<file path="src/rtl/spi_adc_if.sv">
// Bus bundle between the acquisition host and spi_adc_ctrl.
// master = host / board side, slave = the controller.
interface spi_adc_if #(
  parameter int DATA_W = 14,
  parameter int NUM_CH = 2,
  parameter int GAIN_W = 4
);
  logic                       start;
  logic                       continuous;
  logic                       gain_load;
  logic [NUM_CH*GAIN_W-1:0]   gain_word;
  logic                       data_ready;
  logic                       spi_miso;
  logic                       spi_sck;
  logic                       spi_mosi;
  logic                       amp_cs;
  logic                       amp_shdn;
  logic                       adc_conv;
  logic                       busy;
  logic                       data_valid;
  logic [NUM_CH*DATA_W-1:0]   data_out;
  logic                       overrun;

  modport master (
    output start, continuous, gain_load, gain_word, data_ready, spi_miso,
    input  spi_sck, spi_mosi, amp_cs, amp_shdn, adc_conv, busy,
           data_valid, data_out, overrun
  );

  modport slave (
    input  start, continuous, gain_load, gain_word, data_ready, spi_miso,
    output spi_sck, spi_mosi, amp_cs, amp_shdn, adc_conv, busy,
           data_valid, data_out, overrun
  );
endinterface

</file>
<file path="src/rtl/spi_adc_ctrl.sv">
// SPI sequencer for a programmable preamp plus simultaneous-sampling ADC.
// Optional macro SPI_ADC_FRAME_CNT_EN adds a 16-bit frame counter output.
//
// state     | meaning
// S_IDLE    | waiting for start or a pending gain update
// S_G_CS    | preamp chip select asserted
// S_G_SHIFT | gain word shifted out MSB first, two ticks per bit
// S_G_END   | sck parked low, amp_cs released on exit
// S_CONV    | adc_conv strobe high for one tick
// S_C_WAIT  | two ticks of conversion time
// S_A_SHIFT | ADC frame clocked in, sampled on sck falling
// S_DONE    | frame handed to the output register
// S_GAP     | CONV_GAP idle ticks before the next decision
module spi_adc_ctrl #(
  parameter int CLK_DIV  = 25,
  parameter int DATA_W   = 14,
  parameter int NUM_CH   = 2,
  parameter int PAD_BITS = 2,
  parameter int GAIN_W   = 4,
  parameter int CONV_GAP = 6
) (
  input  logic        clk_i,
  input  logic        rst_i,
`ifdef SPI_ADC_FRAME_CNT_EN
  output logic [15:0] frame_cnt_o,
`endif
  spi_adc_if.slave    bus
);

  localparam int NG    = NUM_CH * GAIN_W;
  localparam int SLOT  = DATA_W + PAD_BITS;
  localparam int FRAME = NUM_CH * SLOT + PAD_BITS;
  localparam int AW    = NUM_CH * DATA_W;
  localparam int CMAX0 = (2 * FRAME > 2 * NG) ? 2 * FRAME : 2 * NG;
  localparam int CMAX  = (CMAX0 > CONV_GAP) ? CMAX0 : CONV_GAP;
  localparam int CNT_W = $clog2(CMAX + 1);
  localparam int SP_W  = $clog2(SLOT + 1);
  localparam int GI_W  = (NG > 1) ? $clog2(NG) : 1;

  typedef enum logic [3:0] {
    S_IDLE, S_G_CS, S_G_SHIFT, S_G_END, S_CONV,
    S_C_WAIT, S_A_SHIFT, S_DONE, S_GAP
  } state_e;

  state_e             state_q, state_d;
  logic [CNT_W-1:0]   cnt_q, cnt_d;
  logic [7:0]         tick_cnt_q;
  logic               tick;

  logic [NG-1:0]      gain_q;
  logic [NG-1:0]      gsh_q;
  logic               gain_pend_q;
  logic               conv_req_q;
  logic [AW-1:0]      abuf_q;
  logic [SP_W-1:0]    slot_pos_q;
  logic [AW-1:0]      frame_w;

  logic               sck_q, sck_d;
  logic               mosi_q, mosi_d;
  logic               cs_q, cs_d;
  logic               conv_q, conv_d;
  logic               dv_q;
  logic [AW-1:0]      dout_q;
  logic               ovr_q;

  logic               done_evt;
  logic               accept;
  logic               sample;

  assign tick     = (tick_cnt_q == 8'(CLK_DIV - 1));
  assign done_evt = tick && (state_q == S_DONE);
  assign accept   = dv_q && bus.data_ready;
  assign sample   = tick && (state_q == S_A_SHIFT) && !cnt_q[0] &&
                    (cnt_q >= CNT_W'(2 * PAD_BITS));

  // ch0 arrives first on the wire but belongs in the LSBs of data_out
  for (genvar c = 0; c < NUM_CH; c++) begin : g_ch
    assign frame_w[c*DATA_W +: DATA_W] = abuf_q[(NUM_CH-1-c)*DATA_W +: DATA_W];
  end

  always_ff @(posedge clk_i or posedge rst_i) begin
    if (rst_i) begin
      state_q <= S_IDLE;
      cnt_q   <= '0;
    end else begin
      state_q <= state_d;
      cnt_q   <= cnt_d;
    end
  end

  always_comb begin
    state_d = state_q;
    cnt_d   = cnt_q;
    if (tick) begin
      cnt_d = cnt_q + 1'b1;
      unique case (state_q)
        S_IDLE: begin
          cnt_d = '0;
          if (gain_pend_q)     state_d = S_G_CS;
          else if (conv_req_q) state_d = S_CONV;
        end
        S_G_CS: begin
          cnt_d   = '0;
          state_d = S_G_SHIFT;
        end
        S_G_SHIFT: begin
          if (cnt_q == CNT_W'(2 * NG - 1)) begin
            cnt_d   = '0;
            state_d = S_G_END;
          end
        end
        S_G_END: begin
          cnt_d   = '0;
          state_d = conv_req_q ? S_CONV : S_IDLE;
        end
        S_CONV: begin
          cnt_d   = '0;
          state_d = S_C_WAIT;
        end
        S_C_WAIT: begin
          if (cnt_q == CNT_W'(1)) begin
            cnt_d   = '0;
            state_d = S_A_SHIFT;
          end
        end
        S_A_SHIFT: begin
          if (cnt_q == CNT_W'(2 * FRAME - 1)) begin
            cnt_d   = '0;
            state_d = S_DONE;
          end
        end
        S_DONE: begin
          cnt_d   = '0;
          state_d = S_GAP;
        end
        S_GAP: begin
          if (cnt_q == CNT_W'(CONV_GAP - 1)) begin
            cnt_d = '0;
            if (gain_pend_q)         state_d = S_G_CS;
            else if (bus.continuous) state_d = S_CONV;
            else                     state_d = S_IDLE;
          end
        end
        default: begin
          cnt_d   = '0;
          state_d = S_IDLE;
        end
      endcase
    end
  end

  // Outputs decoded from the next state and registered, so pins only move on tick edges
  always_comb begin
    sck_d  = 1'b0;
    mosi_d = 1'b0;
    cs_d   = 1'b1;
    conv_d = 1'b0;
    unique case (state_d)
      S_G_CS:    cs_d = 1'b0;
      S_G_SHIFT: begin
        cs_d   = 1'b0;
        sck_d  = cnt_d[0];
        mosi_d = gsh_q[GI_W'(NG - 1) - cnt_d[GI_W:1]];
      end
      S_G_END:   cs_d = 1'b0;
      S_CONV:    conv_d = 1'b1;
      S_A_SHIFT: sck_d = ~cnt_d[0];
      default:   ;
    endcase
  end

  always_ff @(posedge clk_i or posedge rst_i) begin
    if (rst_i) begin
      tick_cnt_q  <= '0;
      gain_q      <= {NUM_CH{GAIN_W'(1)}};
      gsh_q       <= '0;
      gain_pend_q <= 1'b0;
      conv_req_q  <= 1'b0;
      abuf_q      <= '0;
      slot_pos_q  <= '0;
      sck_q       <= 1'b0;
      mosi_q      <= 1'b0;
      cs_q        <= 1'b1;
      conv_q      <= 1'b0;
      dv_q        <= 1'b0;
      dout_q      <= '0;
      ovr_q       <= 1'b0;
    end else begin
      tick_cnt_q <= tick ? 8'd0 : tick_cnt_q + 8'd1;
      sck_q      <= sck_d;
      mosi_q     <= mosi_d;
      cs_q       <= cs_d;
      conv_q     <= conv_d;

      if (bus.gain_load) begin
        gain_q      <= bus.gain_word;
        gain_pend_q <= 1'b1;
      end else if (tick && state_q == S_G_END) begin
        gain_pend_q <= 1'b0;
      end

      if (tick && state_d == S_G_CS)
        gsh_q <= bus.gain_load ? bus.gain_word : gain_q;

      // A gain detour out of GAP must still resume continuous conversion afterwards
      if (tick && state_d == S_CONV)
        conv_req_q <= 1'b0;
      else if (state_q == S_IDLE && bus.start)
        conv_req_q <= 1'b1;
      else if (tick && state_q == S_GAP && state_d == S_G_CS)
        conv_req_q <= bus.continuous;

      if (state_q != S_A_SHIFT) begin
        slot_pos_q <= '0;
      end else if (sample) begin
        if (slot_pos_q < SP_W'(DATA_W))
          abuf_q <= {abuf_q[AW-2:0], bus.spi_miso};
        slot_pos_q <= (slot_pos_q == SP_W'(SLOT - 1)) ? '0 : slot_pos_q + 1'b1;
      end

      if (done_evt) begin
        dout_q <= frame_w;
        dv_q   <= 1'b1;
        ovr_q  <= accept ? 1'b0 : (dv_q ? 1'b1 : ovr_q);
      end else if (accept) begin
        dv_q  <= 1'b0;
        ovr_q <= 1'b0;
      end
    end
  end

`ifdef SPI_ADC_FRAME_CNT_EN
  logic [15:0] frame_cnt_q;
  always_ff @(posedge clk_i or posedge rst_i) begin
    if (rst_i)         frame_cnt_q <= '0;
    else if (done_evt) frame_cnt_q <= frame_cnt_q + 16'd1;
  end
  assign frame_cnt_o = frame_cnt_q;
`endif

  assign bus.spi_sck    = sck_q;
  assign bus.spi_mosi   = mosi_q;
  assign bus.amp_cs     = cs_q;
  assign bus.amp_shdn   = 1'b0;
  assign bus.adc_conv   = conv_q;
  assign bus.busy       = (state_q != S_IDLE);
  assign bus.data_valid = dv_q;
  assign bus.data_out   = dout_q;
  assign bus.overrun    = ovr_q;

endmodule

</file>
<file path="src/flat_wrapper.sv">
// flat-port wrapper written by rule: the top's interface ports become plain ports
module spi_adc_ctrl_flat 
#(
  parameter int CLK_DIV  = 25,
  parameter int DATA_W   = 14,
  parameter int NUM_CH   = 2,
  parameter int PAD_BITS = 2,
  parameter int GAIN_W   = 4,
  parameter int CONV_GAP = 6
)
  (clk_i, rst_i, bus_start, bus_continuous, bus_gain_load, bus_gain_word, bus_data_ready, bus_spi_miso, bus_spi_sck, bus_spi_mosi, bus_amp_cs, bus_amp_shdn, bus_adc_conv, bus_busy, bus_data_valid, bus_data_out, bus_overrun);
  spi_adc_if #(.DATA_W(DATA_W), .NUM_CH(NUM_CH), .GAIN_W(GAIN_W)) bus_i ();
  input  logic clk_i;
  input  logic rst_i;
  input wire logic [$bits(bus_i.start)-1:0] bus_start;
  input wire logic [$bits(bus_i.continuous)-1:0] bus_continuous;
  input wire logic [$bits(bus_i.gain_load)-1:0] bus_gain_load;
  input wire logic [$bits(bus_i.gain_word)-1:0] bus_gain_word;
  input wire logic [$bits(bus_i.data_ready)-1:0] bus_data_ready;
  input wire logic [$bits(bus_i.spi_miso)-1:0] bus_spi_miso;
  output wire logic [$bits(bus_i.spi_sck)-1:0] bus_spi_sck;
  output wire logic [$bits(bus_i.spi_mosi)-1:0] bus_spi_mosi;
  output wire logic [$bits(bus_i.amp_cs)-1:0] bus_amp_cs;
  output wire logic [$bits(bus_i.amp_shdn)-1:0] bus_amp_shdn;
  output wire logic [$bits(bus_i.adc_conv)-1:0] bus_adc_conv;
  output wire logic [$bits(bus_i.busy)-1:0] bus_busy;
  output wire logic [$bits(bus_i.data_valid)-1:0] bus_data_valid;
  output wire logic [$bits(bus_i.data_out)-1:0] bus_data_out;
  output wire logic [$bits(bus_i.overrun)-1:0] bus_overrun;
  assign bus_i.start = bus_start;
  assign bus_i.continuous = bus_continuous;
  assign bus_i.gain_load = bus_gain_load;
  assign bus_i.gain_word = bus_gain_word;
  assign bus_i.data_ready = bus_data_ready;
  assign bus_i.spi_miso = bus_spi_miso;
  assign bus_spi_sck = bus_i.spi_sck;
  assign bus_spi_mosi = bus_i.spi_mosi;
  assign bus_amp_cs = bus_i.amp_cs;
  assign bus_amp_shdn = bus_i.amp_shdn;
  assign bus_adc_conv = bus_i.adc_conv;
  assign bus_busy = bus_i.busy;
  assign bus_data_valid = bus_i.data_valid;
  assign bus_data_out = bus_i.data_out;
  assign bus_overrun = bus_i.overrun;
  spi_adc_ctrl #(.CLK_DIV(CLK_DIV), .DATA_W(DATA_W), .NUM_CH(NUM_CH), .PAD_BITS(PAD_BITS), .GAIN_W(GAIN_W), .CONV_GAP(CONV_GAP)) u_core (.clk_i(clk_i), .rst_i(rst_i), .bus(bus_i));
endmodule
</file>
<file path="config.mk">
export PLATFORM = sky130hd
export DESIGN_NAME = spi_adc_ctrl_flat
export DESIGN_NICKNAME = d
export VERILOG_FILES = /design/src/rtl/spi_adc_if.sv /design/src/rtl/spi_adc_ctrl.sv /design/src/flat_wrapper.sv
export SDC_FILE = /design/constraint.sdc
export NUM_CORES = 1
export LEC_CHECK = 0
export CAP_MARGIN = 20
export CORE_AREA = 2 2 100 102
export DETAILED_ROUTE_END_ITERATION = 8
export DIE_AREA = 0 0 102 104
export HOLD_SLACK_MARGIN = 0.05
export PLACE_DENSITY = 0.74
export SYNTH_ARGS = -nofsm -noshare
export SYNTH_HDL_FRONTEND = slang
export SYNTH_SLANG_ARGS = --single-unit
</file>
<file path="constraint.sdc">
create_clock -name clk_i -period 3.35 [get_ports clk_i]
set_clock_uncertainty 0.2 [all_clocks]
set_input_delay 0.335 -clock clk_i [delete_from_list [all_inputs] [get_ports clk_i]]
set_output_delay 0.335 -clock clk_i [all_outputs]
set_load 0.02 [all_outputs]
</file>
======== Word level (Yosys, flattened, before mapping) ========
Cells that the tools add are included.
operators by class
  multiplexer cells ....................... 38
  order comparisons ....................... 3
  bitwise gates (word level) .............. 2
  add/subtract/negate cells ............... 4
  reduce and logical (&&, ||, !) cells .... 22
  equality and inequality tests ........... 20
operators by type and width
  kind                                                               count
  2-to-1 mux 4 bit                                                   9
  one-hot mux 4 bit (9 select lines)                                 1
  2-to-1 mux 7 bit                                                   4
  one-hot mux 7 bit (4 select lines)                                 1
  == test 4 x 3 -> 1 bit, second input constant                      6
  == test 4 x 2 -> 1 bit, second input constant                      4
  2-to-1 mux 8 bit                                                   2
  2-to-1 mux 5 bit                                                   3
  2-to-1 mux 1 bit                                                   14
  logical AND 1 bit                                                  11
  adder 8 x 1 -> 8 bit, second input constant                        1
  == test 4 x 1 -> 1 bit, second input constant                      2
  == test 8 x 5 -> 1 bit, second input constant                      1
  nonzero test 2 bit                                                 4
  adder 7 x 1 -> 7 bit, second input constant                        1
  == test 7 x 1 -> 1 bit, second input constant                      1
  == test 7 x 3 -> 1 bit, second input constant                      1
  == test 7 x 4 -> 1 bit, second input constant                      1
  == test 7 bit, second input constant                               1
  greater-or-equal comparator 7 x 3 -> 1 bit, second input constant  1
  2-to-1 mux 3 bit                                                   2
  adder 5 x 1 -> 5 bit, second input constant                        1
  == test 5 x 4 -> 1 bit, second input constant                      1
  < comparator 5 x 4 -> 1 bit, second input constant                 1
  14 further kinds                                                   15
word-level totals
  input bits .............................. 15
  register bits after elaboration ......... 104
  output and inout bits ................... 36
  word-level logic and storage cells ...... 106

======== Logic depth before layout (Yosys ltp) ========
Gate-level depths: netlist of run 1.
  depth in word-level cells ............... 10
  mapped depth ............................ 11
  mapped depth without buffers ............ 10

======== Worst setup path after synthesis of run 1 ========
OpenSTA, ideal clock, no wires.
  path type ............................... reg-to-reg
  start point ............................. register u_core.cnt_q[0]
  end point ............................... register u_core.mosi_q (netlist: u_core.bus.spi_mosi)
  library setup time ...................... 120 ps
  arrival time ............................ 2374 ps
  setup slack ............................. 655 ps
  required time ........................... 3030 ps
  stages on the path, launching flop included .. 10
  buffers on the path ..................... 1
  clock period less this slack ............ 2695 ps
  cell sequence ........................... dfrtp_1 > ha_1 > nor4bb_1 > a21o_1 > and4_1 > clkbuf_1 > nor2_1 > a211o_1 > o31a_1 > and4_1
between the ends
  longest elaborated chain between the ends .. 8
  elaborated cells between the ends (all ways) .. 22
  classes of those cells .................. add/sub: 2; eq/ne: 5; mux: 15
ends and longest elaborated chain
  item                                                line                 source
  start, declared                                     spi_adc_ctrl.sv:46   logic [CNT_W-1:0] cnt_q, cnt_d;
  start signal, assigned                              spi_adc_ctrl.sv:87   cnt_q <= cnt_d;
  adder 7 x 1 -> 7 bit, or another cell as far along  spi_adc_ctrl.sv:95   cnt_d = cnt_q + 1'b1;
  2-to-1 mux 7 bit, on equally long branches          n/a
  one-hot mux 7 bit (4 select lines)                  spi_adc_ctrl.sv:96   unique case (state_q)
  2-to-1 mux 4 bit                                    spi_adc_ctrl.sv:94   if (tick) begin
  subtractor 3 bit                                    spi_adc_ctrl.sv:163  mosi_d = gsh_q[GI_W'(NG - 1) - cnt_d[GI_W:1]];
  binary-select mux 1 bit (select 3 bit)              spi_adc_ctrl.sv:163
  2-to-1 mux 1 bit (not written as such)              spi_adc_ctrl.sv:163
  2-to-1 mux 1 bit (*)                                spi_adc_ctrl.sv:158  unique case (state_d)
  via u_core.mosi_d                                   spi_adc_ctrl.sv:59   logic mosi_q, mosi_d;
  end signal, assigned                                spi_adc_ctrl.sv:191  mosi_q <= mosi_d;
  end, declared                                       spi_adc_ctrl.sv:59
Mark *: on every way through the listed nets, which the timed path passes. The rest lies on a longest branch. The select of a mux whose other input is x is not followed.
A chain may end at the register's enable or synchronous reset.

======== Worst setup path in the final report of run 1 ========
  start point ............................. register u_core.cnt_q[0]
  end point ............................... register u_core.gsh_q[6]
between the ends
  longest elaborated chain between the ends .. 6
  elaborated cells between the ends (all ways) .. 12
  classes of those cells .................. eq/ne: 5; mux: 6; reduce/logical: 1
ends and longest elaborated chain
  item                                                  line                 source
  == test 7 x 3 -> 1 bit, or another cell as far along  spi_adc_ctrl.sv:137  if (cnt_q == CNT_W'(CONV_GAP - 1)) begin
  2-to-1 mux 4 bit, on equally long branches            n/a
  one-hot mux 4 bit (9 select lines) (*)                spi_adc_ctrl.sv:96
  2-to-1 mux 4 bit (*)                                  spi_adc_ctrl.sv:94
  via u_core.state_d[3]                                 spi_adc_ctrl.sv:45   state_e state_q, state_d;
  == test 4 x 1 -> 1 bit (*)                            spi_adc_ctrl.sv:202  if (tick && state_d == S_G_CS)
  logical AND 1 bit (*)                                 spi_adc_ctrl.sv:202
  end signal, assigned                                  spi_adc_ctrl.sv:203  gsh_q <= bus.gain_load ? bus.gain_word : gain_q;
  end, declared                                         spi_adc_ctrl.sv:51   logic [NG-1:0] gsh_q;
Mark *: on every way through the listed nets, which the timed path passes. The rest lies on a longest branch.

==> results of run 1 <==
kinds of logic (layout without fill, tap and decap cells):
group / after synthesis / after routing / synth area share
AO/OA/AOI/OAI: 55 / 55 / 0.0876
XOR/XNOR: 8 / 8 / 0.0149
adder cells (fa/ha/maj): 6 / 6 / 0.0160
buffers and inverters: 33 / 88 / 0.0325
flip-flops: 104 / 104 / 0.554
multiplexers: 76 / 76 / 0.181
other: 1 / 1 / 0.000798
AND/OR/NAND/NOR: 91 / 91 / 0.113
sequential cells by signal, summed over array words and instances, names as in the netlist:
name and flops:
u_core.bus.spi_mosi 1, u_core.tick_cnt_q 8, u_core.cnt_q 7, u_core.conv_req_q 1, u_core.bus.overrun 1, u_core.gsh_q 8, u_core.slot_pos_q 5, u_core.gain_pend_q 1
u_core.bus.amp_cs 1, u_core.bus.data_valid 1, u_core.state_q 4, u_core.bus.adc_conv 1, u_core.gain_q 8, u_core.abuf_q 28, u_core.bus.spi_sck 1, u_core.bus.data_out 28
cell usage after synthesis (6+ instances only):
cell type	count
mux2_2	71
clkbuf_1	8
nand3_1	10
o21ai_0	8
nor2_1	16
and3_1	6
inv_1	16
nand2_1	22
ha_1	6
dfrtp_1	101
a21oi_1	10
nor3_1	7
through the flow:
step                utilization  setup WS [ns]  hold slack, ns
global route              0.581         0.0895           0.256
CTS                       0.581          0.287           0.222
global placement          0.560          0.432           0.257
detailed placement        0.560          0.317           0.261
finish                    0.581          0.286           0.206
floorplan                     -         0.0878           0.225
cell type report:
cell class | instances | area [µm²] | area share
clock buffer | 9 | 124 | 0.0223
clock inverter | 6 | 77.6 | 0.0140
inverter | 16 | 62.6 | 0.0113
multi-input combinational | 237 | 1950 | 0.351
sequential | 104 | 2610 | 0.470
tap | 133 | 166 | 0.0300
timing repair buffer | 57 | 563 | 0.101
final timing paths:
path | end | from | slack (ns)
max reg2reg | u_core.gsh_q[6] | u_core.cnt_q[0] | 0.29
min in group clk_i | u_core.tick_cnt_q[7] | u_core.tick_cnt_q[7] | 0.27
min | u_core.bus.data_out[10] | rst_i | 0.21
min reg2reg | u_core.tick_cnt_q[7] | u_core.tick_cnt_q[7] | 0.27
max in group asynchronous | u_core.bus.amp_cs | rst_i | 1.97
max | u_core.gsh_q[6] | u_core.cnt_q[0] | 0.29
where the power goes:
| group | switching, W | internal (W) |
|---|---|---|
| clock network | 0.000439 | 0.000353 |
| logic | 0.0000353 | 0.0000261 |
| registers | 0.00000267 | 0.00127 |
worst reg2reg max path, delay by kind of cell, from the launching register on:
family / cells / cell delay (ns)
compound gates: 2 / 0.34
fa+ha+maj: 1 / 0.19
flops: 1 / 0.52
mux: 1 / 0.40
simple gates: 4 / 1.30
routing by layer:
layer  track usage  wire length, µm
met1         0.257             4050
met2         0.268             4350
met3        0.0477              434
met4        0.0571              142
met5             0                0
==> summary.md, run 1 <==
| Metric | Value |
|---|---|
| Status | `finished, final reports clean` |
| Maximum vdd drop | `0.290 mV` |
| Io pins | `51` |
| CP Data Required Time | `3.39 ns` |
| Worst r2r path cells | `8` |
| Core ar. | `0.00955 mm²` |
| Row cnt | `36` |
| Layout Cells excl Fill | `562` |
| RePlAce Congestion | `0.944` |
| Yosys top cell area share | `0.538` |
| Worst-Margin Slew | `0.671 ns` |
| Post-synth EDFFs | `0` |
| FFs w/ async S/R, synth | `1.00` |
| Synth Register Bits | `104` |
| Final min period | `3.06 ns` |
| Power Dens Cells | `383 mW/mm²` |
| Vias per inst | `5.49` |
| Gr usage total | `0.180` |
| Die area | `0.0106 mm²` |
| Hold Buf Count CTS | `0` |
| WL/cell | `16.0 µm` |
| Drt pass-1 iters | `5` |
| Worst-path clk slew | `0.10 ns` |
| Post-route cell area | `0.00555 mm²` |
| TritonCTS clock tree | `built` |
| Clk sinks | `104` |
| Yosys top cell by area | `dfrtp_1` |
| Max Slew Vio Count | `0` |
| PortBufs | `49` |
| Worst Path Buf+Inv | `0` |
| DR vias | `3088` |
| Final HPWL DP | `6.19 mm` |
| Main flop type after synthesis | `dfrtp_1` |
| Post-Route WL | `8.98 mm` |
| Fin nets | `446` |
| Area Growth Syn to Fin | `18.0%` |
| Startpoint Class | `register` |
| Post-route ant nets | `0` |
| Yosys warnings | `0` |
| Crit Path Class | `reg -> reg` |
| Gate count after technology mapping | `374` |
| Final worst-path cycle share | `0.915` |
| Total negative slack | `0 ns` |
| Largest stage delay on the critical path | `0.54 ns` |
| Synth unique cells | `61` |
| Post-CTS Setup Bufs | `0` |
| Global-route wire length before repair | `15.3 mm` |
| Antenna violations before repair | `0` |
| Post-Syn Nets | `395` |
| Synth top area cells | `dfrtp_1 (54%), mux2_2 (17%), nand2_1 (1.8%), dfstp_2 (1.7%), ha_1 (1.6%)` |
| Fmax | `326 MHz` |
| Hold Fails Final Rpt | `0` |
| CP Cell Sequence | `ha_1, nor4b_2, and2_1, o21ai_0, a21o_1, nand2b_4, nor4_4, mux2_2` |
| Cts repair resizes | `0` |
| TritonCTS Buffers | `9` |
| Die height | `104 µm` |
| Setup crit end kind | `register` |
| Worst hold-check path type | `in -> async` |
| DP Area | `0.00535 mm²` |
| Layout cells sized above 1 | `0.256` |
| Number of diodes | `0` |
| Total power | `0.00212 W` |
| Worst path slowest cell | `nor4_4` |
| Avg Cell Area, Syn | `12.6 µm²` |
| Clk_lat worst skew | `0.36 ns` |
| Largest net degree at the start of global routing | `56` |
| Maximum Capacitance Violations | `0` |
| Post-route DRC violation count | `0` |
| Clock Path Buffers | `2` |
| H-Tree Depth | `3` |
| Seq/Total Area, Yosys | `0.554` |
| Vias in the first global route | `3019` |
| Post-Syn Area | `0.00470 mm²` |
| RSZ-0062 raised after global routing | `false` |
| P_leak | `2.55 nW` |
| Commonest non-fill, non-tap cell in the layout | `dfrtp_1` |
| Final setup vio count | `0` |
| Fillcell total | `815` |
| Relative slew margins | `0.548` |
| Most frequent cells in the layout | `dfrtp_1 (101), mux2_2 (71), clkdlybuf4s50_1 (49)` |
| CP max FO | `8` |
| Root Driver | `clkbuf_8` |
| Cell count after placement | `547` |
| Initial DRC Count | `159` |
| Total gr overflow | `0` |
| Worst EP arrival | `3.11 ns` |
| Crit path depth | `8` |
| Worst path top cell family by delay | `simple AND/OR/NAND/NOR gates` |
| Die W | `102 µm` |
| Starting Density | `0.492` |
(Power assumes the default switching activity.)
==> run 2, diff against run 1 <==
--- a/config.mk
+++ b/config.mk
@@ -11,6 +11,8 @@
 export DIE_AREA = 0 0 102 104
 export HOLD_SLACK_MARGIN = 0.05
 export PLACE_DENSITY = 0.74
+export RECOVER_POWER = 25
+export SLEW_MARGIN = 20
 export SYNTH_ARGS = -nofsm -noshare
 export SYNTH_HDL_FRONTEND = slang
 export SYNTH_SLANG_ARGS = --single-unit
==> run 2 against run 1 <==
- the run now ends with capacitance limit, slew limit left
- sequential share of layout area hardly changed
- global-route usage stayed put
- register-to-register slack hardly changed
- routed wire length is 0.18% lower
- total power hardly changed
- combinational power is 2% lower
- highest routed layer unchanged
==> summary.md, run 2 (synthesized netlist as in run 1, its figures left out) <==
| Metric | Value |
|---|---|
| Status | `finished, violations left` |
| DR vias | `3071 (-0.55%)` |
| Final setup vio count | `0 (unchanged)` |
| Post-route DRC violation count | `0 (unchanged)` |
| Setup crit end kind | `register` |
| Die height | `104 µm (unchanged)` |
| Row cnt | `36 (unchanged)` |
| Post-route ant nets | `0 (unchanged)` |
| Relative slew margins | `-0.308 (-0.856)` |
| Clk sinks | `104 (unchanged)` |
| Combinational share of power | `0.028 (about the same)` |
| NetSw | `0.000477 W (about the same)` |
| Max Slew Vio Count | `50 (+50)` |
| Worst-path clk slew | `0.09 ns (about the same)` |
| Layout Cells excl Fill | `562 (unchanged)` |
| Total negative slack | `0 ns (unchanged)` |
| PortBufs | `49 (unchanged)` |
| Layout cells sized above 1 | `0.252 (-0.00466)` |
| Final min period | `3.06 ns (-0.00254 ns)` |
| Io pins | `51 (unchanged)` |
| Area Growth Syn to Fin | `17.9% (about the same)` |
| Most frequent cells in the layout | `dfrtp_1 (101), mux2_2 (70), clkdlybuf4s50_1 (47)` |
| Largest net degree at the start of global routing | `56 (unchanged)` |
| Antenna violations before repair | `0 (unchanged)` |
| Post-Route WL | `8.96 mm (-0.18%)` |
| Startpoint Class | `register` |
| Maximum Capacitance Violations | `1 (+1)` |
| Power Dens Cells | `383 mW/mm² (about the same)` |
| Worst hold-check path type | `reg -> reg` |
| P_int | `0.00164 W (about the same)` |
| Clk_lat worst skew | `0.36 ns (about the same)` |
| Maximum vdd drop | `0.290 mV (about the same)` |
| Hold_ws | `0.274 ns (+0.0677 ns)` |
| Final worst-path cycle share | `0.914 (about the same)` |
| Initial DRC Count | `165 (+3.8%)` |
| Core ar. | `0.00955 mm² (unchanged)` |
| Global-route wire length before repair | `15.3 mm (unchanged)` |
| Gr usage total | `0.180 (unchanged)` |
| Starting Density | `0.492 (unchanged)` |
| Failing checks | `capacitance limit, slew limit` |
| Hold Buf Count CTS | `0 (unchanged)` |
| WL/cell | `15.9 µm (-0.18%)` |
| Worst hold path cell count | `1` |
| Final HPWL DP | `6.19 mm (unchanged)` |
| Clock power share | `0.373 (about the same)` |
| RePlAce Congestion | `0.944 (unchanged)` |
| P_leak | `2.55 nW (about the same)` |
| Post-CTS Setup Bufs | `0 (unchanged)` |
| Sequential Power Share | `0.598 (about the same)` |
| Fillcell total | `816 (+0.12%)` |
| Switching share of power | `0.225 (about the same)` |
| Root Driver | `clkbuf_8` |
| CP Data Required Time | `3.39 ns (about the same)` |
| Commonest non-fill, non-tap cell in the layout | `dfrtp_1` |
| Worst EP arrival | `3.11 ns (about the same)` |
| Cell count after placement | `547 (unchanged)` |
| Vias per inst | `5.46 (-0.55%)` |
| CP max FO | `8 (unchanged)` |
| Crit Path Class | `reg -> reg` |
| Total gr overflow | `0 (unchanged)` |
| Drt pass-1 iters | `4 (-1)` |
| Hold Fails Final Rpt | `0 (unchanged)` |
| Cts repair resizes | `0 (unchanged)` |
| H-Tree Depth | `3 (unchanged)` |
| RSZ-0062 raised after global routing | `false` |
| Worst-Margin Slew | `1.96 ns (+1.29 ns)` |
| Fmax | `327 MHz (about the same)` |
| TritonCTS Buffers | `9 (unchanged)` |
| Clock Path Buffers | `2 (unchanged)` |
| TritonCTS clock tree | `built` |
| Die W | `102 µm (unchanged)` |
| Worst r2r path cells | `8 (unchanged)` |
| Vias in the first global route | `3019 (unchanged)` |
| Number of diodes | `0 (unchanged)` |
| Fin nets | `446 (unchanged)` |
| Die area | `0.0106 mm² (unchanged)` |
## run 2: cell count changes in the layout (fill, tap and decap cells not counted), sizes merged
cell           change
dlygate4sd3        +2
clkdlybuf4s50      -2
## run 2: layer usage
metal  routed length (µm)  GRT usage  up-vias
met1                 4110      0.257     1533
met2                 4310      0.268       86
met3                  384     0.0477       17
met5                    0          0        -
li1                     -          -     1435
met4                  158     0.0571        0
## run 2: path summary, 6_finish.rpt
| kind | to | slack, ns | startpoint |
|---|---|---|---|
| max | u_core.gsh_q[6] | 0.29 | u_core.cnt_q[0] |
| min | u_core.tick_cnt_q[7] | 0.27 | u_core.tick_cnt_q[7] |
| max reg2reg | u_core.gsh_q[6] | 0.29 | u_core.cnt_q[0] |
| min reg2reg | u_core.tick_cnt_q[7] | 0.27 | u_core.tick_cnt_q[7] |
| max in group asynchronous | u_core.bus.amp_cs | 0.96 | rst_i |
| min in group asynchronous | u_core.bus.data_out[10] | 0.85 | rst_i |
## run 2: final cells by class
class                   instances  area (µm²)  area share
flip-flops and latches        104        2610       0.470
multi-input cells             237        1950       0.351
repair buffers                 57         563       0.102
well taps                     133         166      0.0300
clock buffers                   9         124      0.0223
clock inverters                 6        77.6      0.0140
inverters                      16        60.1      0.0108
## run 2: critical path, stage by stage (launching register included)
cell	delay (ns)
dfrtp_1	0.52
ha_1	0.19
nor4b_2	0.37
and2_1	0.23
o21ai_0	0.10
a21o_1	0.24
nand2b_4	0.16
nor4_4	0.53
mux2_2	0.40
## run 2: power groups by stage
stage | sequential [W] | clock (W) | combinational, W
4_1_cts | 0.00127 | 0.000811 | 0.0000641
3_3_place_gp | 0.00129 | 0 | 0.0000629
6_report | 0.00127 | 0.000792 | 0.0000604
2_1_floorplan | 0.00129 | 0 | 0.0000341
3_5_place_dp | 0.00129 | 0 | 0.0000637
5_1_grt | 0.00127 | 0.000859 | 0.0000690
## run 2: per-stage QoR
step / setup WS [ns] / util / cell area [µm²] / power (W)
final: 0.288 / 0.581 / 5550 / 0.00212
after CTS: 0.287 / 0.581 / 5550 / 0.00214
after detailed placement: 0.317 / 0.560 / 5350 / 0.00136
after global routing: 0.0895 / 0.581 / 5550 / 0.00220
after global placement: 0.432 / 0.560 / 5350 / 0.00136
after floorplan: 0.0878 / - / 4700 / 0.00133
